===== src/rtl/display_pkg.sv =====
// Shared constants and types for the 7-segment display scan controller.
package display_pkg;

  localparam int MAX_DIGITS = 8;
  localparam int DIGIT_W    = 4;

  // Common-anode lines are active low, so "all off" is all ones.
  localparam logic [MAX_DIGITS-1:0] ANODE_OFF = '1;

  typedef logic [$clog2(MAX_DIGITS)-1:0] idx_t;

endpackage


===== src/rtl/display_scan_tick.sv =====
// Per-slot cycle counter: counts 0..DIV-1 and flags the first and last
// cycle of every digit slot.
module scan_tick
  import display_pkg::*;
#(
  parameter int DIV   = 100000,
  parameter int CNT_W = (DIV > 1) ? $clog2(DIV) : 1
) (
  input  logic             clk,
  input  logic             rst,
  output logic [CNT_W-1:0] cnt,
  output logic             slot_start,
  output logic             slot_end
);

  localparam logic [CNT_W-1:0] CNT_LAST = CNT_W'(DIV - 1);

  assign slot_start = (cnt == '0);
  assign slot_end   = (cnt == CNT_LAST);

  // Free-running slot counter, wraps at the end of every slot.
  always_ff @(posedge clk) begin
    if (rst) begin
      cnt <= '0;
    end else if (slot_end) begin
      cnt <= '0;
    end else begin
      cnt <= cnt + 1'b1;
    end
  end

endmodule


===== src/rtl/display_scan.sv =====
// Time-multiplexed scan controller for an 8-digit common-anode display.
// One digit slot per DIV cycles, a blank interval at the start of each slot
// against ghosting, and a frame-based blink for time-set modes.
module display_scan
  import display_pkg::*;
#(
  parameter int N_DIGITS     = 8,
  parameter int DIV          = 100000,
  parameter int BLANK        = 1000,
  parameter int BLINK_FRAMES = 125
) (
  input  logic                        clk,
  input  logic                        rst,
  input  logic                        en,
  input  logic [DIGIT_W*N_DIGITS-1:0] digits,
  input  logic [N_DIGITS-1:0]         hex_mask,
  input  logic [N_DIGITS-1:0]         digit_mask,
  input  logic [N_DIGITS-1:0]         blink_mask,
  output logic [DIGIT_W-1:0]          digit_code,
  output logic                        digit_sel,
  output logic                        digit_en,
  output logic [N_DIGITS-1:0]         an
);

  localparam int CNT_W = (DIV > 1) ? $clog2(DIV) : 1;
  localparam int FRM_W = (BLINK_FRAMES > 1) ? $clog2(BLINK_FRAMES) : 1;
  localparam idx_t              IDX_LAST = idx_t'(N_DIGITS - 1);
  localparam logic [FRM_W-1:0]  FRM_LAST = FRM_W'(BLINK_FRAMES - 1);

  logic [CNT_W-1:0]   cnt;
  logic               slot_start;
  logic               slot_end;
  idx_t               idx;
  logic [FRM_W-1:0]   frame;
  logic               blink_phase;

  logic [DIGIT_W-1:0] snap_code_p0;
  logic               snap_sel_p0;
  logic               snap_show_p0;
  logic               snap_blink_p0;

  logic [DIGIT_W-1:0] live_code;
  logic               live_sel;
  logic               live_show;
  logic               live_blink;

  logic [DIGIT_W-1:0] cur_code;
  logic               cur_sel;
  logic               cur_show;
  logic               cur_blink;
  logic               past_blank;
  logic               visible;
  logic [N_DIGITS-1:0] an_next;

  scan_tick #(
    .DIV   (DIV),
    .CNT_W (CNT_W)
  ) u_tick (
    .clk        (clk),
    .rst        (rst),
    .cnt        (cnt),
    .slot_start (slot_start),
    .slot_end   (slot_end)
  );

  // Digit index, frame counter and blink phase advance at each slot end.
  always_ff @(posedge clk) begin
    if (rst) begin
      idx         <= '0;
      frame       <= '0;
      blink_phase <= 1'b1;
    end else if (slot_end) begin
      if (idx == IDX_LAST) begin
        idx <= '0;
        if (frame == FRM_LAST) begin
          frame       <= '0;
          blink_phase <= ~blink_phase;
        end else begin
          frame <= frame + 1'b1;
        end
      end else begin
        idx <= idx + 1'b1;
      end
    end
  end

  // Pick the live inputs belonging to the current digit slot.
  always_comb begin
    live_code  = '0;
    live_sel   = 1'b0;
    live_show  = 1'b0;
    live_blink = 1'b0;
    for (int k = 0; k < N_DIGITS; k++) begin
      if (idx == idx_t'(k)) begin
        live_code  = digits[DIGIT_W*k +: DIGIT_W];
        live_sel   = hex_mask[k];
        live_show  = digit_mask[k];
        live_blink = blink_mask[k];
      end
    end
  end

  // Snapshot the slot's digit at cnt==0 so mid-slot input changes are ignored.
  always_ff @(posedge clk) begin
    if (rst) begin
      snap_code_p0  <= '0;
      snap_sel_p0   <= 1'b0;
      snap_show_p0  <= 1'b0;
      snap_blink_p0 <= 1'b0;
    end else if (slot_start) begin
      snap_code_p0  <= live_code;
      snap_sel_p0   <= live_sel;
      snap_show_p0  <= live_show;
      snap_blink_p0 <= live_blink;
    end
  end

  // In the snapshot cycle itself the register is not yet loaded, so the
  // output stage reads the live values directly (needed when BLANK==0).
  assign cur_code  = slot_start ? live_code  : snap_code_p0;
  assign cur_sel   = slot_start ? live_sel   : snap_sel_p0;
  assign cur_show  = slot_start ? live_show  : snap_show_p0;
  assign cur_blink = slot_start ? live_blink : snap_blink_p0;

  generate
    if (BLANK == 0) begin : g_no_blank
      assign past_blank = 1'b1;
    end else begin : g_blank
      assign past_blank = (cnt >= CNT_W'(BLANK));
    end
  endgenerate

  assign visible = past_blank && en && cur_show && !(cur_blink && !blink_phase);

  // One-hot-low anode pattern for the active slot, all off when dark.
  always_comb begin
    an_next = '1;
    for (int k = 0; k < N_DIGITS; k++) begin
      if (visible && (idx == idx_t'(k))) begin
        an_next[k] = 1'b0;
      end
    end
  end

  // ---- output register stage ----
  // Registered outputs: one cycle behind counter, index and snapshot.
  always_ff @(posedge clk) begin
    if (rst) begin
      an         <= ANODE_OFF[N_DIGITS-1:0];
      digit_en   <= 1'b0;
      digit_code <= '0;
      digit_sel  <= 1'b0;
    end else begin
      an         <= an_next;
      digit_en   <= visible;
      digit_code <= cur_code;
      digit_sel  <= cur_sel;
    end
  end

endmodule


===== config.mk =====
export PLATFORM = sky130hd
export DESIGN_NAME = display_scan
export DESIGN_NICKNAME = d
export VERILOG_FILES = /design/src/rtl/display_pkg.sv /design/src/rtl/display_scan_tick.sv /design/src/rtl/display_scan.sv
export SDC_FILE = /design/constraint.sdc
export NUM_CORES = 1
export LEC_CHECK = 0
export CAP_MARGIN = 20
export CORE_AREA = 3 3 64 90
export DETAILED_ROUTE_END_ITERATION = 10
export DIE_AREA = 0 0 67 93
export PLACE_DENSITY = 0.84
export SLEW_MARGIN = 10
export SYNTH_ARGS = -nofsm -noshare
export SYNTH_HDL_FRONTEND = slang
export SYNTH_HIERARCHICAL = 1
export SYNTH_SLANG_ARGS = --single-unit

===== constraint.sdc =====
create_clock -name clk -period 5.6 [get_ports clk]
set_input_delay 0.56 -clock clk [delete_from_list [all_inputs] [get_ports clk]]
set_output_delay 0.56 -clock clk [all_outputs]
set_load 0.05 [all_outputs]

==> flow_summary.ini, run 1 <==
[place]
gp_congestion = 0.8860
post-place-ws_ps = 2268
dp_hpwl_mm = 5.350
io_buffers = 72

[clock_tree]
htree_levels = 2
clockRootBuffer = clkbuf_8
cts.clk_slew.worst_paths_ps = 90
postCtsResizedCells = 0
cts.sinks = 44
cts_tree = built
hold_buffers = 0
cts-buffers-inserted = 5
post_cts_buffers = 0
worstSkewPairLatency_ps = 300
cts_buffer_depth = 2

[logic_synthesis]
ys_seq_area_share_pct = 34.21
ys_types = 56
yosysTopAreaCellShare_pct = 34.21
yosys_register_bits = 44
synth_area_leaders = dfxtp_1, nor2_1, ha_1
yosysTopAreaCell = dfxtp_1
synth-edff-count = 0
synth_fp_nets = 378
ys.flop_type = dfxtp_1
postSynth.asyncResetShare_pct = 0
postSynthAreaPerCell_sq_um = 8.333
synth_area_sq_um = 2575
ys.warnings.count = 6
syn_inst = 309

[setup_path]
cp_max_fo = 14
worstPathArrival_ps = 3690
path_class = flop to flop
required_ps = 5850
critPathLaunchType = flop
startpoint = u_tick/cnt[6]$_SDFF_PP0_
rr_startpoint = u_tick/cnt[6]$_SDFF_PP0_
end_kind = flop

[power_and_ir_drop]
clkPwrFrac_pct = 32.3
ir_drop_mv = 0.1708
powerDensity_nw_per_um2 = 192.7
internal_power_uw = 484.5
pwr-share-seq_pct = 49.9
p_sw_uw = 171.0
switching_share_pct = 26.09
p_leak_uw = 0.001190
combPwrFrac_pct = 17.8

[sta]
rsz0062_at_grt = false
fin_ws_ps = 2152
tns_ps = 0
clock_skew_ps = 5.922
setup_viol = 0
max_clock_freq_mhz = 290.0
hold_violations = 0
tightest_slew_ps = 1084
holdWs_ps = 480.3
period_minus_slack_ps = 3448
finalCritPeriodShare_pct = 61.57
relSlewSlack_pct = 27.13
drv_slew = 0

[floorplanning]
rows = 31
initial_core_util_pct = 50.29
io_pins = 73
die_h_microns = 93
die-area_sq_um = 6231
die_w_microns = 67
core-area_sq_um = 5120

[layout]
syn2layout_area_growth_pct = 32.12
drive_gt1_share_pct = 6.933
antennaDiodeCount = 0
fill_cells = 424
fin_nets = 443
multi_input_area_sq_um = 1546
ff_latch_area_sq_um = 880.8

[flow_run]
cap_violations = 0

[detailed_routing]
drt_iter0_markers = 210
viasPerCell = 5.696
drc = 0
wirelength_mm = 7.042
drt_first_pass_iters = 4
vias = 2512
routedWlPerCell_microns = 15.97
ant_nets = 0

[min_path]
hold_class = flop to flop
hold_start = u_tick/cnt[0]$_SDFF_PP0_

[global_routing]
overflow = 0
grt_start_max_net_pins = 23
grt_pass1_wl_mm = 11.25
grt_pass1_vias = 2434
grt_use_total_pct = 23.35
antenna_found_initial = 0

[status]
outcome = finished, final reports clean
[cells by family after synthesis]
kind of cell / after synthesis / synth area share, %
simple gates: 135 / 27.60
compound gates: 68 / 20.17
flops: 44 / 34.21
buf+inv: 31 / 5.977
xor+xnor: 20 / 6.803
fa+ha+maj: 10 / 4.859
mux: 1 / 0.3887
[flip-flops by register name, indices dropped and copies added (netlist names)]
register,cells
u_tick/cnt,17
an,8
frame,7
digit_code,4
idx,3
blink_phase,1
digit_en,1
digit_sel,1
snap_blink_p0,1
snap_show_p0,1
[path summary, 6_finish.rpt]
path | end | slack [ps] | depth (start not counted)
worst min register to register | u_tick/cnt[0]$_SDFF_PP0_ | 480 | 1
worst max-delay path | digit_code[2]$_SDFFE_PP0P_ | 2150 | 9
worst max register to register | digit_code[2]$_SDFFE_PP0P_ | 2150 | 9
worst min-delay path | u_tick/cnt[0]$_SDFF_PP0_ | 480 | 1
[power by group through the flow]
stage / Combinational [uW] / Sequential, uW / Clock, uW
6_report: 117 / 327 / 212
5_1_grt: 125 / 328 / 229
4_1_cts: 116 / 327 / 215
3_5_place_dp: 115 / 335 / 0
3_3_place_gp: 113 / 335 / 0
2_1_floorplan: 38.3 / 350 / 0
[layout make-up]
class                   instances  area share [%]
clock inverters                 2          0.4046
well taps                      66           2.427
flip-flops and latches         44           25.89
clock buffers                   6           2.427
repair buffers                 74           21.74
multi-input cells             234           45.46
inverters                      15           1.655
[layout by cell type, fill, tap and decap left out, drive strengths merged, types with 2 or more instances in the layout]
cell type	Yosys	layout
clkbuf	4	6
nand4	12	12
dfxtp	44	44
a221oi	2	2
o211ai	6	6
nand2	22	22
inv	15	16
nor2b	4	4
buf	12	2
o221ai	3	3
a311o	3	3
nor3	9	9
o22ai	2	2
clkdlybuf4s50	0	72
a311oi	5	5
or4	3	3
nor4	6	6
o21ai	13	13
xor2	6	6
and3	5	5
nor3b	3	3
a211oi	6	6
nand3	14	14
a21o	2	2
nand2b	8	8
nor2	42	42
ha	10	10
xnor2	14	14
o31ai	2	2
a21oi	17	17
a221o	3	3
[layer usage]
metal / GRT usage [%] / part of all wire [%]
met1: 25.93 / 40
met2: 42.74 / 51
met3: 5.529 / 7.1
met4: 6.768 / 1.9
met5: 0 / 0
[per-stage QoR]
stage               power (uW)  utilization (%)  area (sq um)  cells
detailed placement       450.1            64.57          3306    433
finish                   655.5            66.45          3402    441
global placement         447.8            64.35          3294    432
floorplan                388.4                -          2575    309
CTS                      658.4            66.45          3402    441
global route             682.1            66.45          3402    441
[Yosys cell counts, types with 2 or more instances]
cell	instances
a211oi_1	5
a21o_1	2
a21oi_1	15
a21oi_2	2
a221o_1	3
a221oi_1	2
a311o_1	3
a311oi_1	4
and3_1	5
buf_2	6
buf_4	4
buf_6	2
clkbuf_1	4
dfxtp_1	44
ha_1	10
inv_1	13
inv_2	2
nand2_1	21
nand2b_1	8
nand3_1	14
nand4_1	11
nor2_1	41
nor2b_1	3
nor3_1	9
nor3b_1	3
nor4_1	6
o211ai_1	6
o21ai_0	12
o221ai_1	2
o22ai_1	2
or4_1	2
xnor2_1	14
xor2_1	6
[worst max-delay path, stage by stage, from the launching register on]
cell and delay, ps:
dfxtp_1 390, nor4_1 350, nand2_1 160, or4_1 510, nor4_2 830, inv_1 260, nor2_1 320, nand2_1 160
a311oi_1 280, a311o_1 140
(Power assumes the default switching activity.)
==> run 2, diff against run 1 <==
--- a/config.mk
+++ b/config.mk
@@ -6,10 +6,10 @@
 export NUM_CORES = 1
 export LEC_CHECK = 0
 export CAP_MARGIN = 20
-export CORE_AREA = 3 3 64 90
+export CORE_AREA = 3 3 66 93
 export DETAILED_ROUTE_END_ITERATION = 10
-export DIE_AREA = 0 0 67 93
-export PLACE_DENSITY = 0.84
+export DIE_AREA = 0 0 69 96
+export PLACE_DENSITY = 0.79
 export SLEW_MARGIN = 10
 export SYNTH_ARGS = -nofsm -noshare
 export SYNTH_HDL_FRONTEND = slang
==> constraint.sdc (replaced) <==
create_clock -name clk -period 3.6 [get_ports clk]
set_input_delay 0.36 -clock clk [delete_from_list [all_inputs] [get_ports clk]]
set_output_delay 0.36 -clock clk [all_outputs]
set_load 0.05 [all_outputs]
==> flow_summary.ini, run 2 (synthesized netlist as in run 1, its figures left out) <==
[place]
io_buffers = 72
gp_congestion = 0.8501
dp_hpwl_mm = 5.334

[power_and_ir_drop]
p_leak_uw = 0.001197
switching_share_pct = 25.81
internal_power_uw = 754.5
combPwrFrac_pct = 18.0
ir_drop_mv = 0.2280
clkPwrFrac_pct = 32.0
p_sw_uw = 262.4
pwr-share-seq_pct = 50.0
powerDensity_nw_per_um2 = 297.3

[layout]
ff_latch_area_sq_um = 880.8
largest_register_ffs = 17
fin_nets = 446
final_cell_mix = clkdlybuf4s50_1, dfxtp_1, nor2_1, nand2_1, a21oi_1
max_flop_register = u_tick/cnt
multi_input_area_sq_um = 1546
syn2layout_area_growth_pct = 32.85
drive_gt1_share_pct = 7.407
fill_cells = 507
antennaDiodeCount = 0
final_common_cell = clkdlybuf4s50_1
top_regs = u_tick/cnt (17), an (8), frame (7)

[clock_tree]
cts.sinks = 44
worstSkewPairLatency_ps = 290
cts_tree = built
cts_buffer_depth = 2
hold_buffers = 0
cts.clk_slew.worst_paths_ps = 90
postCtsResizedCells = 0
cts-buffers-inserted = 5
post_cts_buffers = 0
htree_levels = 2
clockRootBuffer = clkbuf_8

[global_routing]
grt_use_met2_pct = 41.48
antenna_found_initial = 0
use_met3_pct = 4.180
grt_pass1_wl_mm = 11.45
grt_use_total_pct = 21.24
overflow = 0
grt.busiest_layer = met2
grt_start_max_net_pins = 22
grtUsageMet1_pct = 22.92
grt_pass1_vias = 2407

[detailed_routing]
wirelength_mm = 7.013
drc = 0
vias = 2530
viasPerCell = 5.673
drt_iter0_markers = 138
ant_nets = 0
drt_first_pass_iters = 4
routedWlPerCell_microns = 15.72

[sta]
tightest_slew_ps = 779.0
holdWs_ps = 478.7
rsz0062_at_grt = false
hold_violations = 0
max_clock_freq_mhz = 339.7
setup_viol = 0
finalCritPeriodShare_pct = 81.77
tns_ps = 0
drv_slew = 0
relSlewSlack_pct = 48.07
period_minus_slack_ps = 2944
clock_skew_ps = 7.657

[floorplanning]
die-area_sq_um = 6624
die_w_microns = 69
rows = 32
io_pins = 73
die_h_microns = 96
initial_core_util_pct = 47.29
core-area_sq_um = 5445

[setup_path]
rr_worst_depth = 11
cp-endpoint = digit_code[2]$_SDFFE_PP0P_
reg2reg_setup_slack_ps = 660
reg2reg_to = digit_code[2]$_SDFFE_PP0P_
end_kind = flop
startpoint = u_tick/cnt[0]$_SDFF_PP0_
critPathLaunchType = flop
path_class = flop to flop
rr_startpoint = u_tick/cnt[0]$_SDFF_PP0_
cp_max_fo = 11
required_ps = 3840
worstPathArrival_ps = 3190

[min_path]
hold_class = flop to flop
hold_start = u_tick/cnt[0]$_SDFF_PP0_

[flow_run]
cap_violations = 0

[status]
outcome = finished, final reports clean
run 2: cell count changes in the layout (fill, tap and decap cells not counted):
cell | previous run | this run
clkbuf_1 | 0 | 1
clkinvlp_4 | 0 | 1
clkinv_2 | 1 | 0
inv_6 | 1 | 0
buf_6 | 1 | 0
buf_4 | 1 | 5
run 2: critical path, stage by stage (launching register included):
cell and delay, ps:
dfxtp_1 350, inv_1 70, ha_1 120, or4b_1 430, or4_1 420, nor4_2 330, buf_4 250, inv_1 100
nor2_1 230, nand2_1 140, a311oi_1 300, a311o_1 160
run 2: per-layer routing:
| layer | vias to the layer above | routed length [microns] | part of all wire [%] |
|---|---|---|---|
| met3 | 12 | 383 | 5.5 |
| met5 | - | 0 | 0 |
| met2 | 99 | 3712 | 53 |
| li1 | 1248 | - | - |
| met1 | 1171 | 2812 | 40 |
| met4 | 0 | 104 | 1.5 |
run 2: worst min-delay path by stage:
stage                          endpoint  cells after the start
6_report       u_tick/cnt[0]$_SDFF_PP0_                      1
5_1_grt           frame[1]$_SDFFE_PP0P_                      2
4_1_cts        u_tick/cnt[0]$_SDFF_PP0_                      1
3_5_place_dp   u_tick/cnt[0]$_SDFF_PP0_                      1
3_3_place_gp   u_tick/cnt[0]$_SDFF_PP0_                      1
2_1_floorplan  u_tick/cnt[0]$_SDFF_PP0_                      1
run 2: metrics by stage:
stage | setup WS [ps] | cell area [sq um] | total power [uW] | utilization (%) | instances
6_report | 656.4 | 3421 | 1017 | 62.82 | 446
5_1_grt | 390.3 | 3421 | 1055 | 62.82 | 446
4_1_cts | 667.0 | 3421 | 1023 | 62.82 | 446
3_5_place_dp | 686.2 | 3327 | 703.0 | 61.10 | 438
3_3_place_gp | 806.4 | 3327 | 699.9 | 61.10 | 438
2_1_floorplan | 925.3 | 2575 | 604.1 | - | 309
run 2: cell type report:
cell class / count / share of cell area [%]
multi-input combinational: 234 / 45.21
clock buffer: 7 / 2.524
clock inverter: 1 / 0.2195
inverter: 15 / 1.646
tap: 68 / 2.487
timing repair buffer: 77 / 22.17
sequential: 44 / 25.75
run 2: power groups by stage:
stage	clock network (uW)	logic [uW]	registers, uW
3_3_place_gp	0	180	520
2_1_floorplan	0	59.6	545
5_1_grt	349	196	510
6_report	325	183	509
4_1_cts	331	184	509
3_5_place_dp	0	183	520
==> run 3, diff against run 2 <==
--- a/config.mk
+++ b/config.mk
@@ -6,10 +6,10 @@
 export NUM_CORES = 1
 export LEC_CHECK = 0
 export CAP_MARGIN = 20
-export CORE_AREA = 3 3 66 93
+export CORE_AREA = 3 3 70 98
 export DETAILED_ROUTE_END_ITERATION = 10
-export DIE_AREA = 0 0 69 96
-export PLACE_DENSITY = 0.79
+export DIE_AREA = 0 0 73 101
+export PLACE_DENSITY = 0.74
 export SLEW_MARGIN = 10
 export SYNTH_ARGS = -nofsm -noshare
 export SYNTH_HDL_FRONTEND = slang
==> constraint.sdc (replaced) <==
create_clock -name clk -period 2.45 [get_ports clk]
set_input_delay 0.245 -clock clk [delete_from_list [all_inputs] [get_ports clk]]
set_output_delay 0.245 -clock clk [all_outputs]
set_load 0.05 [all_outputs]
==> flow_summary.ini, run 3 (synthesized netlist as in run 1, its figures left out) <==
[clock_tree]
cts-buffers-inserted = 5
cts_buffer_depth = 2
clockRootBuffer = clkbuf_8
cts.sinks = 44
htree_levels = 2
hold_buffers = 0
worstSkewPairLatency_ps = 290
cts.clk_slew.worst_paths_ps = 80
cts_tree = built

[place]
dp_hpwl_mm = 5.696
io_buffers = 72
gp_congestion = 0.8779

[detailed_routing]
wirelength_mm = 7.281
vias = 2615
routedWlPerCell_microns = 15.33
drt_first_pass_iters = 4
drc = 0
ant_nets = 0
viasPerCell = 5.505
drt_iter0_markers = 127

[floorplanning]
die_h_microns = 101
core-area_sq_um = 6168
initial_core_util_pct = 41.74
io_pins = 73
rows = 34
die_w_microns = 73
die-area_sq_um = 7373

[sta]
finalCritPeriodShare_pct = 103.2
relSlewSlack_pct = 63.70
tightest_slew_ps = 541.2
max_clock_freq_mhz = 395.3
setup_viol = 10
period_minus_slack_ps = 2530
clock_skew_ps = 6.389
fin_ws_ps = -79.59
hold_violations = 0
rsz0062_at_grt = true
drv_slew = 0

[setup_path]
startpoint = u_tick/cnt[0]$_SDFF_PP0_
worst-path-buf-inv = 2
path_class = flop to flop
path_cells = inv_2 -> ha_1 -> or4b_4 -> or4_4 -> nor4_4 -> nor2_1 -> a311oi_2 -> o21ai_1 -> a21oi_2 -> buf_6 -> nand4_1
reg2reg_setup_slack_ps = -80
rr_worst_depth = 11
max_stage_delay_ps = 450
cp_max_fo = 9
critPathLaunchType = flop
reg2reg_to = an[0]$_SDFF_PP1_
crit_cells = 11
cp-endpoint = an[0]$_SDFF_PP1_
worstPathArrival_ps = 2700
required_ps = 2620
cpLargestDelayFamily = simple AND/OR/NAND/NOR gates
rr_startpoint = u_tick/cnt[0]$_SDFF_PP0_
end_kind = flop
critPathSlowestCell = or4b_4

[global_routing]
grt_use_total_pct = 19.91
overflow = 0
antenna_found_initial = 0
grt_pass1_vias = 2596
grt_pass1_wl_mm = 11.76
grt_start_max_net_pins = 22

[layout]
drive_gt1_share_pct = 17.87
max_flop_register = u_tick/cnt
largest_register_ffs = 17
syn2layout_area_growth_pct = 44.12
top_regs = u_tick/cnt (17), an (8), frame (7)
postLayoutCoreUtil_pct = 60.16
antennaDiodeCount = 0
final_common_cell = clkdlybuf4s50_1
fin_nets = 472
final_cell_mix = clkdlybuf4s50_1, dfxtp_1, nor2_1, buf_4, nand2_1

[status]
violations = negative setup slack
outcome = finished, violations left

[power_and_ir_drop]
clkPwrFrac_pct = 28.4
p_sw_uw = 392.6
ir_drop_mv = 0.2793
pwr-share-seq_pct = 49.5
p_total_uw = 1506
powerDensity_nw_per_um2 = 405.9
switching_share_pct = 26.07
internal_power_uw = 1114
p_leak_uw = 0.001346
combPwrFrac_pct = 22.1

[min_path]
hold_depth = 2
hold_class = flop to flop

[flow_run]
cap_violations = 0
run 3: per-layer routing:
layer / share of wire (%) / routed length [microns] / global-route usage, %
met1: 39 / 2832 / 22.45
met2: 51 / 3742 / 35.91
met3: 6.9 / 505 / 3.992
met4: 2.7 / 200 / 7.528
met5: 0 / 0 / 0
run 3: worst reg2reg max path, delay by kind of cell, from the launching register on:
kind,cells,cell delay [ps]
adders and majority gates,1,120
DFF,1,330
AOI/OAI and AO/OA,3,530
and+or+nand+nor,5,1240
buffers and inverters,2,180
run 3: final cells by class:
type | count | area (sq um)
clock inverters | 1 | 5.005
clock buffers | 6 | 72.57
inverters | 15 | 56.30
flip-flops and latches | 44 | 882.1
fillers | 543 | 2457
well taps | 72 | 90.09
repair buffers | 103 | 968.4
multi-input cells | 234 | 1637
run 3: how the worst min path moves through the flow:
stage / startpoint / end / slack [ps]
final: frame[1]$_SDFFE_PP0P_ / frame[1]$_SDFFE_PP0P_ / 480
after global routing: frame[1]$_SDFFE_PP0P_ / frame[1]$_SDFFE_PP0P_ / 510
after detailed placement: frame[1]$_SDFFE_PP0P_ / frame[1]$_SDFFE_PP0P_ / 480
after global placement: frame[1]$_SDFFE_PP0P_ / frame[1]$_SDFFE_PP0P_ / 470
after CTS: frame[1]$_SDFFE_PP0P_ / frame[1]$_SDFFE_PP0P_ / 490
after floorplan: rst / an[7]$_SDFF_PP1_ / 380
run 3: stage by stage:
| stage | cell area (sq um) | hold WS (ps) | TNS (ps) | setup WS [ps] | std cells |
|---|---|---|---|---|---|
| after global routing | 3711 | 508.6 | -2986 | -290.2 | 475 |
| after CTS | 3631 | 489.5 | -849.7 | -115.3 | 474 |
| final | 3711 | 482.9 | -553.4 | -79.59 | 475 |
| after floorplan | 2595 | 375.9 | -4.266 | -4.266 | 309 |
| after detailed placement | 3522 | 477.8 | -1657 | -211.8 | 465 |
| after global placement | 3511 | 466.7 | -1195 | -153.5 | 464 |
run 3: power by group through the flow:
| stage | clock network [uW] | logic (uW) | registers, uW |
|---|---|---|---|
| floorplan | 0 | 93.0 | 800 |
| global placement | 0 | 295 | 762 |
| detailed placement | 0 | 299 | 761 |
| CTS | 437 | 312 | 745 |
| global route | 469 | 355 | 748 |
| finish | 428 | 333 | 745 |
run 3: what timing repair did:
item                       CTS  global route
setup endpoints to repair   14            21
pin swaps                    2             5
setup buffers                2             1
gates resized for setup      5            17
